## config.mk

```make
export PLATFORM = sky130hd
export DESIGN_NAME = boolean_propose_seq_flat
export DESIGN_NICKNAME = d
export VERILOG_FILES = /design/src/rtl/boolean_propose_seq_pkg.sv /design/src/rtl/boolean_propose_seq_if.sv /design/src/rtl/boolean_propose_seq_lfsr_galois.sv /design/src/rtl/boolean_propose_seq.sv /design/src/flat_wrapper.sv
export SDC_FILE = /design/constraint.sdc
export NUM_CORES = 1
export LEC_CHECK = 0
export ABC_AREA = 0
export CAP_MARGIN = 15
export CORE_MARGIN = 4
export CORE_UTILIZATION = 58
export CTS_CLUSTER_SIZE = 16
export DETAILED_ROUTE_END_ITERATION = 12
export GPL_TIMING_DRIVEN = 0
export PLACE_DENSITY = 0.95
export SLEW_MARGIN = 20
export SYNTH_ARGS = -nofsm -noshare
export SYNTH_HDL_FRONTEND = slang
export SYNTH_HIERARCHICAL = 1
export SYNTH_SLANG_ARGS = --single-unit
```

## constraint.sdc

```tcl
create_clock -name in_clk -period 5.1 [get_ports in_clk]
set_input_delay 1.02 -clock in_clk [delete_from_list [all_inputs] [get_ports in_clk]]
set_output_delay 1.02 -clock in_clk [all_outputs]
set_load 0.03 [all_outputs]
```

## src/rtl/boolean_propose_seq_pkg.sv

```systemverilog
// Shared constants and encodings for the Boolean proposal unit.
package boolean_propose_seq_pkg;

  localparam int          NUMBER_OF_BOOLEAN_VARIABLES = 16;
  // Galois taps for x^16+x^14+x^13+x^11+1 with a right-shifting register
  localparam logic [15:0] LFSR_POLY_16      = 16'hB400;
  localparam logic [15:0] LFSR_DEFAULT_SEED = 16'hACE1;

  typedef enum logic [1:0] {
    ST_IDLE = 2'd0,
    ST_FLIP = 2'd1,
    ST_DONE = 2'd2
  } state_e;

  typedef enum logic {
    MODE_DIRECTED = 1'b0,
    MODE_RANDOM   = 1'b1
  } mode_e;

endpackage

```

## src/rtl/boolean_propose_seq_if.sv

```systemverilog
// Request/result bundle between the sampler controller and the proposal unit.
interface boolean_propose_seq_if #(
  parameter int NUM_VARS    = 16,
  parameter int INDEX_WIDTH = $clog2(NUM_VARS),
  parameter int FLIP_WIDTH  = 4,
  parameter int LFSR_WIDTH  = 16
);
  logic                   in_start;
  logic                   in_mode;
  logic [0:NUM_VARS-1]    in_current_assignment_boolean;
  logic [INDEX_WIDTH-1:0] in_variable_to_be_changed_index;
  logic [FLIP_WIDTH-1:0]  in_num_flips;
  logic                   in_seed_load;
  logic [LFSR_WIDTH-1:0]  in_seed;
  logic                   out_ready;
  logic                   out_valid;
  logic [0:NUM_VARS-1]    out_new_assignment_boolean;
  logic [0:NUM_VARS-1]    out_flip_mask;
  logic                   out_error;

  modport master (
    output in_start, in_mode, in_current_assignment_boolean,
           in_variable_to_be_changed_index, in_num_flips, in_seed_load, in_seed,
    input  out_ready, out_valid, out_new_assignment_boolean, out_flip_mask, out_error
  );

  modport slave (
    input  in_start, in_mode, in_current_assignment_boolean,
           in_variable_to_be_changed_index, in_num_flips, in_seed_load, in_seed,
    output out_ready, out_valid, out_new_assignment_boolean, out_flip_mask, out_error
  );
endinterface

```

## src/rtl/boolean_propose_seq_lfsr_galois.sv

```systemverilog
// Galois LFSR: right shift, taps XORed in when the bit shifted out is 1.
// Latency: state moves one step per cycle with advance; load takes effect next cycle.
// Backpressure: none; a zero seed is replaced by SEED so the register never locks up.
module boolean_propose_seq_lfsr_galois #(
  parameter int               WIDTH = 16,
  parameter logic [WIDTH-1:0] POLY  = boolean_propose_seq_pkg::LFSR_POLY_16,
  parameter logic [WIDTH-1:0] SEED  = boolean_propose_seq_pkg::LFSR_DEFAULT_SEED
) (
  input  logic             clk,
  input  logic             reset_n,
  input  logic             advance,
  input  logic             load,
  input  logic [WIDTH-1:0] seed,
  output logic [WIDTH-1:0] state
);

  always_ff @(posedge clk) begin
    if (!reset_n) begin
      state <= SEED;
    end else if (load) begin
      state <= (seed == '0) ? SEED : seed;
    end else if (advance) begin
      state <= {1'b0, state[WIDTH-1:1]} ^ (state[0] ? POLY : '0);
    end
  end

endmodule

```

## src/rtl/boolean_propose_seq.sv

```systemverilog
// Proposes a neighbouring Boolean assignment: one chosen flip or K distinct LFSR-chosen flips.
// Latency: accept at N -> out_valid at N+1+max(1, K+rejections); directed is always N+2.
// Backpressure: out_ready only in IDLE; starts during FLIP/DONE are dropped, result held until next DONE.
module boolean_propose_seq
  import boolean_propose_seq_pkg::*;
#(
  parameter int                    NUM_VARS    = NUMBER_OF_BOOLEAN_VARIABLES,
  parameter int                    INDEX_WIDTH = $clog2(NUM_VARS),
  parameter int                    FLIP_WIDTH  = 4,
  parameter int                    LFSR_WIDTH  = 16,
  parameter logic [LFSR_WIDTH-1:0] LFSR_SEED   = LFSR_WIDTH'(LFSR_DEFAULT_SEED),
  parameter logic [LFSR_WIDTH-1:0] LFSR_POLY   = LFSR_WIDTH'(LFSR_POLY_16)
) (
  input logic                  in_clk,
  input logic                  in_reset_n,
  boolean_propose_seq_if.slave bus
);

  localparam int CNT_W = $clog2(NUM_VARS + 1);

  state_e                 state_q, state_d;
  mode_e                  mode_q;
  logic [INDEX_WIDTH-1:0] idx_q;
  logic [CNT_W-1:0]       cnt_q, cnt_d;
  logic [0:NUM_VARS-1]    work_q, work_d, mask_q, mask_d;
  logic [0:NUM_VARS-1]    new_q, fmask_q;
  logic                   err_q, err_d;
  logic [0:NUM_VARS-1]    dir_hot, cand_hot;
  logic [LFSR_WIDTH-1:0]  lfsr_state;
  logic [INDEX_WIDTH-1:0] cand;
  logic                   start_acc, accept, lfsr_unused;

  assign start_acc   = (state_q == ST_IDLE) && bus.in_start;
  assign cand        = lfsr_state[INDEX_WIDTH-1:0];
  assign lfsr_unused = ^lfsr_state;

  boolean_propose_seq_lfsr_galois #(
    .WIDTH (LFSR_WIDTH),
    .POLY  (LFSR_POLY),
    .SEED  (LFSR_SEED)
  ) u_lfsr (
    .clk     (in_clk),
    .reset_n (in_reset_n),
    .advance (state_q == ST_FLIP && mode_q == MODE_RANDOM),
    .load    (state_q == ST_IDLE && bus.in_seed_load && !bus.in_start),
    .seed    (bus.in_seed),
    .state   (lfsr_state)
  );

  // One-hot decodes; an out-of-range index decodes to all zeros
  always_comb begin
    dir_hot  = '0;
    cand_hot = '0;
    for (int i = 0; i < NUM_VARS; i++) begin
      dir_hot[i]  = (idx_q == INDEX_WIDTH'(i));
      cand_hot[i] = (cand == INDEX_WIDTH'(i));
    end
  end

  assign accept = |(cand_hot & ~mask_q);

  always_comb begin
    state_d = state_q;
    cnt_d   = cnt_q;
    work_d  = work_q;
    mask_d  = mask_q;
    err_d   = err_q;
    case (state_q)
      ST_IDLE: begin
        if (bus.in_start) begin
          state_d = ST_FLIP;
          work_d  = bus.in_current_assignment_boolean;
          mask_d  = '0;
          err_d   = 1'b0;
          if (bus.in_mode == MODE_DIRECTED) begin
            cnt_d = CNT_W'(1);
          end else if (int'(bus.in_num_flips) > NUM_VARS) begin
            cnt_d = CNT_W'(NUM_VARS);
          end else begin
            cnt_d = CNT_W'(bus.in_num_flips);
          end
        end
      end
      ST_FLIP: begin
        if (mode_q == MODE_DIRECTED) begin
          work_d  = work_q ^ dir_hot;
          mask_d  = mask_q | dir_hot;
          err_d   = ~|dir_hot;
          cnt_d   = '0;
          state_d = ST_DONE;
        end else if (cnt_q == '0) begin
          state_d = ST_DONE;
        end else if (accept) begin
          work_d = work_q ^ cand_hot;
          mask_d = mask_q | cand_hot;
          cnt_d  = cnt_q - CNT_W'(1);
          if (cnt_q == CNT_W'(1)) state_d = ST_DONE;
        end
      end
      ST_DONE: state_d = ST_IDLE;
      default: state_d = ST_IDLE;
    endcase
  end

  always_ff @(posedge in_clk) begin
    if (!in_reset_n) begin
      state_q <= ST_IDLE;
      mode_q  <= MODE_DIRECTED;
      idx_q   <= '0;
      cnt_q   <= '0;
      work_q  <= '0;
      mask_q  <= '0;
      err_q   <= 1'b0;
      new_q   <= '0;
      fmask_q <= '0;
    end else begin
      state_q <= state_d;
      cnt_q   <= cnt_d;
      work_q  <= work_d;
      mask_q  <= mask_d;
      err_q   <= err_d;
      if (start_acc) begin
        mode_q <= mode_e'(bus.in_mode);
        idx_q  <= bus.in_variable_to_be_changed_index;
      end
      // Results publish on entry to DONE, including the final flip made this cycle
      if (state_q == ST_FLIP && state_d == ST_DONE) begin
        new_q   <= work_d;
        fmask_q <= mask_d;
      end
    end
  end

  assign bus.out_ready                  = (state_q == ST_IDLE);
  assign bus.out_valid                  = (state_q == ST_DONE);
  assign bus.out_new_assignment_boolean = new_q;
  assign bus.out_flip_mask              = fmask_q;
  assign bus.out_error                  = err_q;

endmodule

```

## src/flat_wrapper.sv

```systemverilog
// flat-port wrapper written by rule: the top's interface ports become plain ports
module boolean_propose_seq_flat import boolean_propose_seq_pkg::*;
#(
  parameter int                    NUM_VARS    = NUMBER_OF_BOOLEAN_VARIABLES,
  parameter int                    INDEX_WIDTH = $clog2(NUM_VARS),
  parameter int                    FLIP_WIDTH  = 4,
  parameter int                    LFSR_WIDTH  = 16,
  parameter logic [LFSR_WIDTH-1:0] LFSR_SEED   = LFSR_WIDTH'(LFSR_DEFAULT_SEED),
  parameter logic [LFSR_WIDTH-1:0] LFSR_POLY   = LFSR_WIDTH'(LFSR_POLY_16)
)
  (in_clk, in_reset_n, bus_in_start, bus_in_mode, bus_in_current_assignment_boolean, bus_in_variable_to_be_changed_index, bus_in_num_flips, bus_in_seed_load, bus_in_seed, bus_out_ready, bus_out_valid, bus_out_new_assignment_boolean, bus_out_flip_mask, bus_out_error);
  boolean_propose_seq_if #(.NUM_VARS(NUM_VARS), .INDEX_WIDTH(INDEX_WIDTH), .FLIP_WIDTH(FLIP_WIDTH), .LFSR_WIDTH(LFSR_WIDTH)) bus_i ();
  input logic in_clk;
  input logic in_reset_n;
  input wire logic [$bits(bus_i.in_start)-1:0] bus_in_start;
  input wire logic [$bits(bus_i.in_mode)-1:0] bus_in_mode;
  input wire logic [$bits(bus_i.in_current_assignment_boolean)-1:0] bus_in_current_assignment_boolean;
  input wire logic [$bits(bus_i.in_variable_to_be_changed_index)-1:0] bus_in_variable_to_be_changed_index;
  input wire logic [$bits(bus_i.in_num_flips)-1:0] bus_in_num_flips;
  input wire logic [$bits(bus_i.in_seed_load)-1:0] bus_in_seed_load;
  input wire logic [$bits(bus_i.in_seed)-1:0] bus_in_seed;
  output wire logic [$bits(bus_i.out_ready)-1:0] bus_out_ready;
  output wire logic [$bits(bus_i.out_valid)-1:0] bus_out_valid;
  output wire logic [$bits(bus_i.out_new_assignment_boolean)-1:0] bus_out_new_assignment_boolean;
  output wire logic [$bits(bus_i.out_flip_mask)-1:0] bus_out_flip_mask;
  output wire logic [$bits(bus_i.out_error)-1:0] bus_out_error;
  assign bus_i.in_start = bus_in_start;
  assign bus_i.in_mode = bus_in_mode;
  assign bus_i.in_current_assignment_boolean = bus_in_current_assignment_boolean;
  assign bus_i.in_variable_to_be_changed_index = bus_in_variable_to_be_changed_index;
  assign bus_i.in_num_flips = bus_in_num_flips;
  assign bus_i.in_seed_load = bus_in_seed_load;
  assign bus_i.in_seed = bus_in_seed;
  assign bus_out_ready = bus_i.out_ready;
  assign bus_out_valid = bus_i.out_valid;
  assign bus_out_new_assignment_boolean = bus_i.out_new_assignment_boolean;
  assign bus_out_flip_mask = bus_i.out_flip_mask;
  assign bus_out_error = bus_i.out_error;
  boolean_propose_seq #(.NUM_VARS(NUM_VARS), .INDEX_WIDTH(INDEX_WIDTH), .FLIP_WIDTH(FLIP_WIDTH), .LFSR_WIDTH(LFSR_WIDTH), .LFSR_SEED(LFSR_SEED), .LFSR_POLY(LFSR_POLY)) u_core (.in_clk(in_clk), .in_reset_n(in_reset_n), .bus(bus_i));
endmodule
```

==> flow_metrics.tcl <==
set metrics [dict create \
    yosys_warnings 6 \
    cpMostUsedCell "clkbuf_1" \
    die_h_um 101.9 \
    async_flop_share_pct 0 \
    required_ns 4.08 \
    grt_usage_pct 30.57 \
    drive_above_1_share_pct 8.879 \
    start_kind "register" \
    synth_seq_area_share_pct 36.38 \
    ys_types 58 \
    synth.largest_area_cell "dfxtp_1" \
    rows 34 \
    cp_slowest_stage_delay_ns 0.68 \
    diodes 0 \
    ant_nets 0 \
    final_cell_mix "dfxtp_1 (93), clkdlybuf4s50_1 (79), a21oi_1 (55)" \
    hold_viol 0 \
    relSlewSlack_pct 34.90 \
    drc 0 \
    cts-root-buf "clkbuf_8" \
    min_period_over_period_pct 67.05 \
    holdCritStartpoint "u_core/bus.out_error$_SDFFE_PN0P_" \
    drt_iter0_drc 498 \
    worstHoldEndpoint "u_core/bus.out_error$_SDFFE_PN0P_" \
    syn_to_final_growth_pct 21.59 \
    ff2ff_path_depth 9 \
    ys.flop_type "dfxtp_1" \
    endpoint_kind "primary output" \
    r2r-start "u_core/u_lfsr/state[0]$_SDFFE_PN1P_" \
    period_needed_ns 3.420 \
    hold_path.class "register to register" \
    whs_ns 0.4700 \
    dpl.hpwl_um 12090 \
    holdPathStages 1 \
    synthTopCellsByArea "dfxtp_1 (36%), mux2i_1 (7.4%), a21oi_1 (5.4%)" \
    crit_buf_inv 3 \
    place_congestion 0.9617 \
    critical-path-top-delay-family "buffers and inverters" \
    core-area_um2 8636 \
    start_util_pct 59.26 \
    syn_inst 592 \
    layout.nets 730 \
    routed-via-count 5186 \
    power_density_nw_per_um2 283.3 \
    drt-total-wl_um 15960 \
    worst_pin_slew_ns 0.9682 \
    setup_viol 0 \
    post_cts_buffers 0 \
    grt_max_degree 18 \
    drv_slew 0 \
    grt_pass1_vias 4944 \
    die_x_um 101.9 \
    gr-total-overflow 0 \
    fin_skew_ns 0.01186 \
    die_area_um2 10390 \
    worstPathCellList "clkbuf_1 -> clkbuf_1 -> nor2b_1 -> clkdlybuf4s50_1" \
    grt_pass1_wl_um 24580 \
    r2r_end "u_core/bus.out_new_assignment_boolean[0]$_SDFFE_PN0P_" \
    syn_area_um2 5117 \
    crit_type "register to primary output" \
    antenna_found_initial 0 \
    p_leak_nw 2.210 \
    numClockSinks 93 \
    peakVddDrop_uv 182.5 \
    hold_buffers 0 \
    rsz0062_at_grt "no" \
    cts_resized 0 \
    syn_area_per_cell_um2 8.644 \
    cts-buffers-inserted 9 \
    wl_per_cell_um 20.08 \
    synthesis.nets 640 \
    r2r_slack_ns 2.11 \
    cts.clk_slew.worst_paths_ns 0.10 \
    setup_tns_ns 0 \
    synth_edf_count 0 \
    maxCapViolCount 0 \
    worst_path_max_delay_cell "clkdlybuf4s50_1" \
    pin_count 80 \
    clock_latency_ns 0.36 \
    status "complete, no violations" \
    drtPass1Iterations 5 \
    clock_path_buffers 2 \
    critPathMaxFanout 10 \
    htreeDepth 3 \
    vias_per_cell 6.523 \
    synth-seq-cells 93 \
    tritoncts "done" \
    max_freq_mhz 292.4 \
    final_common_cell "dfxtp_1" \
    numPortBuffers 79 \
    synth_top_area_share_pct 36.38 \
    cp.arrival_ns 2.40 \
]
-- synthesized netlist by cell type, drive strengths merged (11+ instances only) --
master / count
mux2i: 38
a21oi: 55
and3: 13
dfxtp: 93
nor2: 31
o211ai: 16
nand3: 26
clkbuf: 33
nand4b: 11
inv: 14
o221ai: 17
nand2b: 15
nand2: 37
a22oi: 21
o21ai: 45
and2: 12
buf: 15
nor2b: 14
-- worst max-delay path by stage --
stage	start	slack, ns	depth (start not counted)	to
CTS	u_core/state_q[1]$_SDFF_PN0_	1.69	4	bus_out_valid
detailed placement	bus_in_start	1.98	6	u_core/work_q[12]$_SDFF_PN0_
global placement	bus_in_start	2.03	6	u_core/work_q[12]$_SDFF_PN0_
finish	u_core/state_q[1]$_SDFF_PN0_	1.68	4	bus_out_valid
global route	u_core/state_q[1]$_SDFF_PN0_	1.55	4	bus_out_valid
floorplan	u_core/state_q[1]$_SDFF_PN0_	2.84	3	bus_out_valid
-- worst reg2reg max path, delay by kind of cell (launching register included) --
kind,cells,cell delay (ns)
AO/OA/AOI/OAI,3,1.09
flip-flops,1,0.60
multiplexers,2,0.49
buffers and inverters,2,0.44
AND/OR/NAND/NOR,2,0.26
-- per-layer routing --
metal  vias up  global-route usage, %  part of all wire [%]
met1      2419                  37.80                    38
met4         0                  12.11                   3.6
met5         -                      0                     0
met3        68                  6.007                    10
met2       331                  52.46                    48
li1       2368                      -                     -
-- state kept, by name (all words and copies together), names as in the netlist --
| name | cells |
|---|---|
| u_core/bus.out_flip_mask | 16 |
| u_core/cnt_q | 5 |
| u_core/mask_q | 16 |
| u_core/idx_q | 4 |
| u_core/work_q | 16 |
| u_core/mode_q | 1 |
| u_core/bus.out_error | 1 |
| u_core/state_q | 2 |
| u_core/u_lfsr/state | 16 |
| u_core/bus.out_new_assignment_boolean | 16 |
-- area by class of cell --
type | count | area, um^2
clock buffer | 9 | 123.9
timing repair buffer | 79 | 790.8
sequential | 93 | 1862
fill | 659 | 2414
buffer | 48 | 252.7
inverter | 15 | 56.30
clock inverter | 7 | 55.05
multi-input combinational | 436 | 2947
tap | 108 | 135.1
-- power breakdown --
group	switching (mW)	total (mW)	internal [mW]
combinational	0.278	0.471	0.193
clock	0.277	0.461	0.183
sequential	0.0520	0.831	0.779
total	0.607	1.76	1.16
-- metrics by stage --
step                      cell area [um^2]  power (mW)  setup slack, ns  cells  utilization (%)
after floorplan                       5117       1.128            2.839    592                -
after global placement                6043       1.287            2.031    779            69.98
after detailed placement              6043       1.304            1.984    779            69.98
after CTS                             6222       1.754            1.689    795            72.05
after global routing                  6222       1.835            1.554    795            72.05
final                                 6222       1.763            1.680    795            72.05
-- logic make-up after synthesis --
logic type      after synthesis  synth area share, %
mux                          40                7.873
buf+inv                      63                6.039
xor+xnor                      3               0.5135
simple gates                205                23.74
compound gates              185                24.72
flops                        93                36.38
fa+ha+maj                     3               0.7336
(Power assumes the default switching activity.)
